$ cat config.mk
export PLATFORM = sky130hd
export DESIGN_NAME = mc_ctrl_fsm
export DESIGN_NICKNAME = d
export VERILOG_FILES = /design/src/rtl/riscv_ctrl_pkg.sv /design/src/rtl/alu_decoder.sv /design/src/rtl/mc_ctrl_fsm.sv
export SDC_FILE = /design/constraint.sdc
export NUM_CORES = 1
export LEC_CHECK = 0
export CAP_MARGIN = 20
export CORE_MARGIN = 2
export CORE_UTILIZATION = 46
export DETAILED_ROUTE_END_ITERATION = 7
export MAX_ROUTING_LAYER = met4
export PLACE_DENSITY = 0.72
export SLEW_MARGIN = 0
export SYNTH_ARGS = -nofsm -noshare
export SYNTH_HDL_FRONTEND = slang
export SYNTH_HIERARCHICAL = 1
export SYNTH_SLANG_ARGS = --single-unit
$ cat constraint.sdc
create_clock -name clk -period 2 [get_ports clk]
set_input_delay 0.4 -clock clk [delete_from_list [all_inputs] [get_ports clk]]
set_output_delay 0.4 -clock clk [all_outputs]
set_load 0.03 [all_outputs]
$ cat src/rtl/riscv_ctrl_pkg.sv
// Shared types and encodings for the multi-cycle RV64 main controller.
package riscv_ctrl_pkg;

  typedef enum logic [2:0] {
    StFetch,
    StDecode,
    StExec,
    StMem,
    StWb,
    StTrap
  } state_t;

  typedef enum logic [2:0] {
    ClsR,
    ClsI,
    ClsLoad,
    ClsStore,
    ClsIll
  } ins_cls_t;

  localparam logic [6:0] OpR     = 7'b0110011;
  localparam logic [6:0] OpI     = 7'b0010011;
  localparam logic [6:0] OpLoad  = 7'b0000011;
  localparam logic [6:0] OpStore = 7'b0100011;

  localparam int unsigned AluCcW = 4;
  localparam logic [AluCcW-1:0] AluAnd = 4'b0000;
  localparam logic [AluCcW-1:0] AluOr  = 4'b0001;
  localparam logic [AluCcW-1:0] AluAdd = 4'b0010;
  localparam logic [AluCcW-1:0] AluSub = 4'b0110;
  localparam logic [AluCcW-1:0] AluSlt = 4'b0111;

  localparam logic [1:0] CauseNone    = 2'b00;
  localparam logic [1:0] CauseIllegal = 2'b01;
  localparam logic [1:0] CauseImemTo  = 2'b10;
  localparam logic [1:0] CauseDmemTo  = 2'b11;

  function automatic ins_cls_t classify(input logic [6:0] op);
    ins_cls_t cls;
    case (op)
      OpR:     cls = ClsR;
      OpI:     cls = ClsI;
      OpLoad:  cls = ClsLoad;
      OpStore: cls = ClsStore;
      default: cls = ClsIll;
    endcase
    return cls;
  endfunction

endpackage

$ cat src/rtl/alu_decoder.sv
// Combinational ALU control decode from {opcode, funct3, funct7}; memory ops force ADD.
module alu_decoder
  import riscv_ctrl_pkg::*;
(
  input  logic [6:0]        opcode_i,
  input  logic [2:0]        funct3_i,
  input  logic [6:0]        funct7_i,
  output logic [AluCcW-1:0] alu_cc_o
);

  always_comb begin
    alu_cc_o = AluAdd;
    if (opcode_i == OpR || opcode_i == OpI) begin
      case (funct3_i)
        // funct7 only selects SUB for register-register ops; for I-type it is immediate bits.
        3'b000:  alu_cc_o = (opcode_i == OpR && funct7_i == 7'b0100000) ? AluSub : AluAdd;
        3'b111:  alu_cc_o = AluAnd;
        3'b110:  alu_cc_o = AluOr;
        3'b010:  alu_cc_o = AluSlt;
        default: alu_cc_o = AluAdd;
      endcase
    end
  end

endmodule

$ cat src/rtl/mc_ctrl_fsm.sv
// Multi-cycle fetch/decode/exec/mem/wb controller with req/ack memories and sticky traps.
// Define MC_PERF_CNT_EN to add the cycle_cnt / instret_cnt performance counters.
module mc_ctrl_fsm
  import riscv_ctrl_pkg::*;
#(
  parameter int unsigned INS_W       = 32,
  parameter int unsigned ALU_CC_W    = 4,
  parameter int unsigned TIMEOUT_CYC = 16
) (
  input  logic                clk,
  input  logic                reset,
  input  logic [INS_W-1:0]    instr,
  input  logic                imem_ack,
  input  logic                dmem_ack,
  output logic                imem_req,
  output logic                dmem_req,
  output logic                ir_load,
  output logic                pc_en,
  output logic                RegWrite,
  output logic                MemtoReg,
  output logic                ALUsrc,
  output logic                MemWrite,
  output logic                MemRead,
  output logic [ALU_CC_W-1:0] ALU_CC,
`ifdef MC_PERF_CNT_EN
  output logic [63:0]         cycle_cnt,
  output logic [63:0]         instret_cnt,
`endif
  output logic                trap,
  output logic [1:0]          trap_cause
);

  localparam int unsigned CntW = $clog2(TIMEOUT_CYC + 1);

  state_t            state_q, state_d;
  ins_cls_t          cls_q, cls_d;
  logic [CntW-1:0]   cnt_q, cnt_d, cnt_inc;
  logic [1:0]        cause_q, cause_d;
  logic [6:0]        op_q, f7_q;
  logic [2:0]        f3_q;
  logic [AluCcW-1:0] dec_cc, alu_cc_q, alu_cc_d;
  logic imem_req_q, imem_req_d, dmem_req_q, dmem_req_d, pc_wb_q, pc_wb_d;
  logic reg_write_q, reg_write_d, mem_to_reg_q, mem_to_reg_d, alusrc_q, alusrc_d;
  logic mem_write_q, mem_write_d, mem_read_q, mem_read_d, trap_q;
  logic mem_pc_en;
  logic unused_instr;

  assign unused_instr = ^{instr[24:15], instr[11:7]};

  alu_decoder u_alu_decoder (
    .opcode_i (op_q),
    .funct3_i (f3_q),
    .funct7_i (f7_q),
    .alu_cc_o (dec_cc)
  );

  always_comb begin
    state_d   = state_q;
    cls_d     = cls_q;
    cnt_d     = cnt_q;
    cause_d   = cause_q;
    cnt_inc   = cnt_q + CntW'(1);
    ir_load   = 1'b0;
    mem_pc_en = 1'b0;
    unique case (state_q)
      StFetch: begin
        // The first cycle after reset has no request outstanding, so it is not a wait cycle.
        if (imem_req_q) begin
          if (imem_ack) begin
            ir_load = 1'b1;
            state_d = StDecode;
          end else if (cnt_inc == CntW'(TIMEOUT_CYC)) begin
            state_d = StTrap;
            cause_d = CauseImemTo;
          end else begin
            cnt_d = cnt_inc;
          end
        end
      end
      StDecode: begin
        cls_d = classify(op_q);
        if (cls_d == ClsIll) begin
          state_d = StTrap;
          cause_d = CauseIllegal;
        end else begin
          state_d = StExec;
        end
      end
      StExec: begin
        state_d = (cls_q == ClsLoad || cls_q == ClsStore) ? StMem : StWb;
        cnt_d   = '0;
      end
      StMem: begin
        if (dmem_ack) begin
          if (cls_q == ClsStore) begin
            mem_pc_en = 1'b1;
            state_d   = StFetch;
            cnt_d     = '0;
          end else begin
            state_d = StWb;
          end
        end else if (cnt_inc == CntW'(TIMEOUT_CYC)) begin
          state_d = StTrap;
          cause_d = CauseDmemTo;
        end else begin
          cnt_d = cnt_inc;
        end
      end
      StWb: begin
        state_d = StFetch;
        cnt_d   = '0;
      end
      StTrap: ;
      default: state_d = StTrap;
    endcase

    // Strobes are registered, so they are decoded from the state being entered.
    imem_req_d   = 1'b0;
    dmem_req_d   = 1'b0;
    pc_wb_d      = 1'b0;
    reg_write_d  = 1'b0;
    mem_to_reg_d = 1'b0;
    alusrc_d     = 1'b0;
    mem_write_d  = 1'b0;
    mem_read_d   = 1'b0;
    alu_cc_d     = '0;
    unique case (state_d)
      StFetch: imem_req_d = 1'b1;
      StExec: begin
        alusrc_d = (cls_d != ClsR);
        alu_cc_d = dec_cc;
      end
      StMem: begin
        dmem_req_d  = 1'b1;
        mem_read_d  = (cls_d == ClsLoad);
        mem_write_d = (cls_d == ClsStore);
        alusrc_d    = 1'b1;
        alu_cc_d    = dec_cc;
      end
      StWb: begin
        reg_write_d  = 1'b1;
        pc_wb_d      = 1'b1;
        mem_to_reg_d = (cls_d == ClsLoad);
      end
      default: ;
    endcase
  end

  always_ff @(posedge clk) begin
    if (reset) begin
      state_q      <= StFetch;
      cls_q        <= ClsR;
      cnt_q        <= '0;
      cause_q      <= CauseNone;
      op_q         <= '0;
      f3_q         <= '0;
      f7_q         <= '0;
      imem_req_q   <= 1'b0;
      dmem_req_q   <= 1'b0;
      pc_wb_q      <= 1'b0;
      reg_write_q  <= 1'b0;
      mem_to_reg_q <= 1'b0;
      alusrc_q     <= 1'b0;
      mem_write_q  <= 1'b0;
      mem_read_q   <= 1'b0;
      alu_cc_q     <= '0;
      trap_q       <= 1'b0;
    end else begin
      state_q      <= state_d;
      cls_q        <= cls_d;
      cnt_q        <= cnt_d;
      cause_q      <= cause_d;
      if (ir_load) begin
        op_q <= instr[6:0];
        f3_q <= instr[14:12];
        f7_q <= instr[31:25];
      end
      imem_req_q   <= imem_req_d;
      dmem_req_q   <= dmem_req_d;
      pc_wb_q      <= pc_wb_d;
      reg_write_q  <= reg_write_d;
      mem_to_reg_q <= mem_to_reg_d;
      alusrc_q     <= alusrc_d;
      mem_write_q  <= mem_write_d;
      mem_read_q   <= mem_read_d;
      alu_cc_q     <= alu_cc_d;
      trap_q       <= (state_d == StTrap);
    end
  end

  assign imem_req   = imem_req_q;
  assign dmem_req   = dmem_req_q;
  assign pc_en      = pc_wb_q | mem_pc_en;
  assign RegWrite   = reg_write_q;
  assign MemtoReg   = mem_to_reg_q;
  assign ALUsrc     = alusrc_q;
  assign MemWrite   = mem_write_q;
  assign MemRead    = mem_read_q;
  assign ALU_CC     = ALU_CC_W'(alu_cc_q);
  assign trap       = trap_q;
  assign trap_cause = cause_q;

`ifdef MC_PERF_CNT_EN
  logic [63:0] cycle_cnt_q, instret_cnt_q;

  always_ff @(posedge clk) begin
    if (reset) begin
      cycle_cnt_q   <= '0;
      instret_cnt_q <= '0;
    end else begin
      cycle_cnt_q   <= cycle_cnt_q + 64'd1;
      instret_cnt_q <= instret_cnt_q + {63'd0, pc_en};
    end
  end

  assign cycle_cnt   = cycle_cnt_q;
  assign instret_cnt = instret_cnt_q;
`endif

endmodule
### Word-level counts from Yosys, hierarchy flattened

Cells that the tools add are included.

| word-level totals | value |
|---|---|
| flip-flop bits (word level) | 42 |

| operators by class | value |
|---|---|
| add/subtract/negate cells | 1 |
| equal/unequal tests | 30 |
| multiplexer cells | 37 |
| bitwise logic cells | 5 |
| reduce and logical (&&, ||, !) cells | 17 |

Operator list:

| cell | count |
|---|---|
| 3-bit 2-to-1 mux | 10 |
| 3-bit by 2-bit == test with 1-bit output, second input constant | 9 |
| 5-bit 2-to-1 mux | 5 |
| 3-bit one-hot mux with 4 select lines | 2 |
| 3-bit == test, second input constant | 7 |
| 7-bit by 6-bit == test with 1-bit output, second input constant | 3 |
| 3-bit one-hot mux with 6 select lines | 1 |
| 5-bit one-hot mux with 3 select lines | 1 |
| 2-bit 2-to-1 mux | 7 |
| 2-bit != test, second input constant | 6 |
| 2-bit OR reduction | 5 |
| 3-bit zero test | 3 |
| 1-bit 2-to-1 mux | 9 |
| 3-bit nonzero test | 3 |
| 7-bit by 2-bit == test with 1-bit output, second input constant | 1 |
| 7-bit by 5-bit == test with 1-bit output, second input constant | 1 |
| 7-bit AND reduction | 1 |
| 2-bit one-hot mux with 3 select lines | 1 |
| 5-bit by 1-bit adder with 5-bit output, second input constant | 1 |
| 5-bit == test, second input constant | 1 |
| 1-bit NOT | 4 |
| 4-bit AND reduction | 1 |
| 3-bit by 1-bit == test with 1-bit output, second input constant | 1 |
| 3-bit != test, second input constant | 1 |
| 5 further kinds | 6 |

### Logic depth before layout (Yosys ltp)

| logic depth | value |
|---|---|
| depth in word-level cells | 10 |
| gate-level depth with buffers | 7 |
| mapped depth without buffers | 6 |

### Hierarchy

Netlist, hierarchy kept.

By module, submodules not included:

| module | instances | cells an instance | area an instance (µm²) |
|---|---|---|---|
| mc_ctrl_fsm | 1 | 219 | 1891.8 |
| alu_decoder | 1 | 13 | 90.1 |

### Worst setup path after synthesis

Ideal clock, no wire load.

| timing path | value |
|---|---|
| path type | reg-to-output |
| from | reg imem_req_q (netlist: imem_req) |
| to | out ir_load |
| data arrival time | 1.448 ns |
| data required time | 1.600 ns |
| slack | 0.152 ns |
| stages on the path, launching flop included | 5 |
| buffers on the path | 1 |
| cell sequence | dfxtp_1 > nor4b_1 > nand2_2 > inv_2 > buf_2 |

| on the way | value |
|---|---|
| word-level cells in the longest chain between the ends | 2 |

Ends and longest elaborated chain:

| item | RTL line | text |
|---|---|---|
| from (decl) | mc_ctrl_fsm.sv:42 | `logic imem_req_q, imem_req_d, dmem_req_q, dmem_req_d, pc_wb_q, pc_wb_d;` |
| from (signal assigned) | mc_ctrl_fsm.sv:178 | `imem_req_q <= imem_req_d;` |
| 1-bit 2-to-1 mux | mc_ctrl_fsm.sv:68 | `if (imem_req_q) begin` |
| 1-bit 2-to-1 mux | mc_ctrl_fsm.sv:65 | `unique case (state_q)` |
| to (decl) | mc_ctrl_fsm.sv:17 | `output logic ir_load,` |

Every way passes these cells.

### Worst setup path in the final report

| timing path | value |
|---|---|
| from | in dmem_ack |
| to | out pc_en |

| on the way | value |
|---|---|
| word-level cells in the longest chain between the ends | 3 |

Ends and longest elaborated chain:

| item | RTL line | text |
|---|---|---|
| from (decl) | mc_ctrl_fsm.sv:14 | `input logic dmem_ack,` |
| 1-bit 2-to-1 mux | mc_ctrl_fsm.sv:94 | `if (dmem_ack) begin` |
| 1-bit 2-to-1 mux | mc_ctrl_fsm.sv:65 |  |
| 1-bit bitwise OR | mc_ctrl_fsm.sv:193 | `assign pc_en = pc_wb_q \| mem_pc_en;` |
| to (decl) | mc_ctrl_fsm.sv:18 | `output logic pc_en,` |

Every way passes these cells.

==> out/results.tsv <==
stage	metric	value	unit
run_status	status	complete, no violations	
detailed_routing	per-cell routed wire length	13.6	µm
critical_path	Reg2Reg Setup Slack	0.22	ns
critical_path	Slowest-stage cell, CP	clkdlybuf4s50_1	
global_routing	grt met3 use	3.63	%
timing	setup violators final	0	
yosys	largest area contributor in the netlist	dfxtp_1	
critical_path	CP endpoint kind	primary output	
critical_path	RR Startpoint	cnt_q[4]	
timing	Highest Clock Rate	507	MHz
clock_tree	Clock Tree Buf Depth	2	
power	worst ir drop on vdd	632	µV
clock_tree	CTS Root Cell	clkbuf_8	
yosys	post-synth cell types	55	
global_routing	met2 usage	31.7	%
floorplanning	initial core utilization	48.5	%
timing	post-route setup TNS	0	ns
detailed_routing	Via density	5.47	
yosys	Synth area leaders	dfxtp_1, a21oi_1, nand2_1	
critical_path	CP endpoint	pc_en	
global_routing	pin count of the biggest net entering global routing	25	
hold_path	hold path startpoint	f7_q[5]	
yosys	Post-synth EDFFs	0	
detailed_routing	via count	1848	
timing	crit path time final	1.97	ns
clock_tree	TritonCTS Sinks	42	
detailed_routing	DRC Markers	0	
global_routing	most used routing layer	met2	
clock_tree	Worst-path clk slew	0.08	ns
layout	commonest non-fill, non-tap cells in the layout	dfxtp_1, nand2_1, clkdlybuf4s50_1	
clock_tree	CTS tree	built	
layout	Finished Core Util	64.3	%
layout	nets	324	
critical_path	CP dominant cell by count	buf_4	
floorplanning	DIE AREA	4850	µm²
floorplanning	row count	23	
layout	layout cells sized above 1	20.5	%
detailed_routing	ANT nets after route	0	
placement	Inst Count DP	329	
floorplanning	I/O pin count	52	
critical_path	Critical path origin	dmem_ack	
global_routing	initial antenna violation count	0	
yosys	Mapped Avg Cell Area	8.54	µm²
timing	clk_skew	0.00801	ns
critical_path	CP cell instances	clkdlybuf4s50_1 > and2_1 > buf_4 > a41o_1 > buf_4	
global_routing	GRT Overall Usage	20.3	%
clock_tree	H-Tree Depth	2	
critical_path	crit-path max FO	3	
global_routing	vias in the first global route	1701	
yosys	Syn Nets	269	
layout	filler instances	371	
yosys	Syn Inst Count	232	
power	power density cells	768	nW/µm²
floorplanning	core outline area	4090	µm²
timing	Final Hold Viols	0	
critical_path	critical path required time	1.60	ns
power	Lkg Pwr	0.000931	µW
global_routing	met1 Usage GRT	26.3	%
critical_path	crit start category	input pin	
hold_path	Hold Path Class	register to register	
detailed_routing	DRT Pass-1 Iters	4	
timing	Slew Limit Fails	0	
yosys	Synth Register Bits	42	
yosys	Synth Warn #	6	
layout	multi-input logic area	1070	µm²
layout	most common cell after layout, fill and taps aside	dfxtp_1	
run	number of max-cap violations	0	
global_routing	global-route wire length before repair	7690	µm
layout	register area	843	µm²
critical_path	WS Path Type	input pin to primary output	
clock_tree	Skew-Pair Late Insertion Delay	0.30	ns
critical_path	RR Endpoint	imem_req	
critical_path	Data arrival, critical path	1.57	ns
clock_tree	# hold bufs at CTS	0	
placement	Post-DP HPWL	3310	µm
timing	period utilization	98.7	%
placement	gp weighted congestion	0.879	
clock_tree	total CTS buffers	5	
detailed_routing	Routed WL	4580	µm
timing	RSZ-0062 raised after global routing	true	
yosys	top cell type's share of synthesized area	42.4	%
detailed_routing	Initial DRC Count	132	
layout	Layout Cells excl Fill	338	
yosys	FFs w/ async S/R, synth	0	%
yosys	mapped cell area	1980	µm²
placement	IO buf count	36	
layout	ant diodes	0	
critical_path	CP max stage delay	0.46	ns
yosys	Seq/Total Area, Yosys	42.4	%
critical_path	FF-to-FF path depth	5	
yosys	ys flop type	dfxtp_1	
floorplanning	Die Y-Extent	69.6	µm
floorplanning	Horiz. Die Dim	69.6	µm
layout	synthesis-to-finish area growth	32.6	%
global_routing	Overflow after GRT	0	
[sequential cells by signal, indices dropped and copies added (netlist names), 2 cells and up]
register,cells
cls_q,3
op_q,7
f7_q,7
state_q,3
ALU_CC,4
cnt_q,5
trap_cause,2
f3_q,3
[metal layers]
metal | routed length (µm) | share of wire, %
met5 | 0 | 0
met4 | 77 | 1.7
met3 | 206 | 4.5
met2 | 2120 | 46
met1 | 2170 | 47
[kinds of logic (layout without fill, tap and decap cells)]
family	count (synthesis)	after routing	synth area share, %
fa+ha+maj	1	1	0.631
other cells	1	1	0.189
simple gates	109	109	31.2
buf+inv	18	74	4.92
compound gates	60	60	20.2
xor+xnor	1	1	0.442
flops	42	42	42.4
[power breakdown]
group,switching (µW),internal [µW],total (µW)
Combinational,206,210,416
Sequential,47.9,883,931
Clock,300,373,673
Total,554,1470,2020
[worst max-delay path: cells and delay by family]
family | cells | cell delay, ns
compound gates | 1 | 0.23
buf+inv | 3 | 0.76
simple gates | 1 | 0.19
[area by class of cell]
| type | count | area share [%] |
|---|---|---|
| Timing Repair Buffer | 57 | 19.5 |
| Inverter | 9 | 1.29 |
| Clock buffer | 6 | 2.76 |
| Sequential cell | 42 | 32.1 |
| Tap cell | 50 | 2.38 |
| Clock inverter | 2 | 1.43 |
| Multi-Input combinational cell | 172 | 40.6 |
[timing repair]
item,in CTS,in global routing
pin swaps,0,1
hold endpoints to repair,0,0
cloned,0,0
gates resized for setup,2,4
setup buffers,0,1
endpoints found under the setup margin,1,6
[per-stage QoR]
stage	cell area [µm²]	power, µW	setup slack (ns)	hold WS (ns)
6_report	2630	2020	0.0261	0.456
5_1_grt	2630	2120	-0.00609	0.481
4_1_cts	2600	2020	0.0263	0.458
3_5_place_dp	2490	1350	-0.176	0.444
3_3_place_gp	2490	1340	-0.158	0.441
2_1_floorplan	1980	1180	0.152	0.432
[cells in the mapped netlist, types with 3 or more instances]
master    instances
dfxtp_1          42
nand4_1           3
a211oi_1          3
a21oi_1          30
nor3_1            6
and2_1            6
nor4b_1           3
a31oi_1           3
inv_2             3
nand3_1           4
nand2_1          40
nor2_1           14
o21ai_0           4
clkbuf_1          4
inv_1             6
nand2b_1          7
[worst min-delay path by stage]
stage	to	cells after the start
finish	f7_q[5]	2
global placement	f7_q[5]	2
global route	f7_q[5]	2
detailed placement	f7_q[5]	2
floorplan	f7_q[5]	2
CTS	f7_q[5]	2
Power figures use the tool's default switching activity.
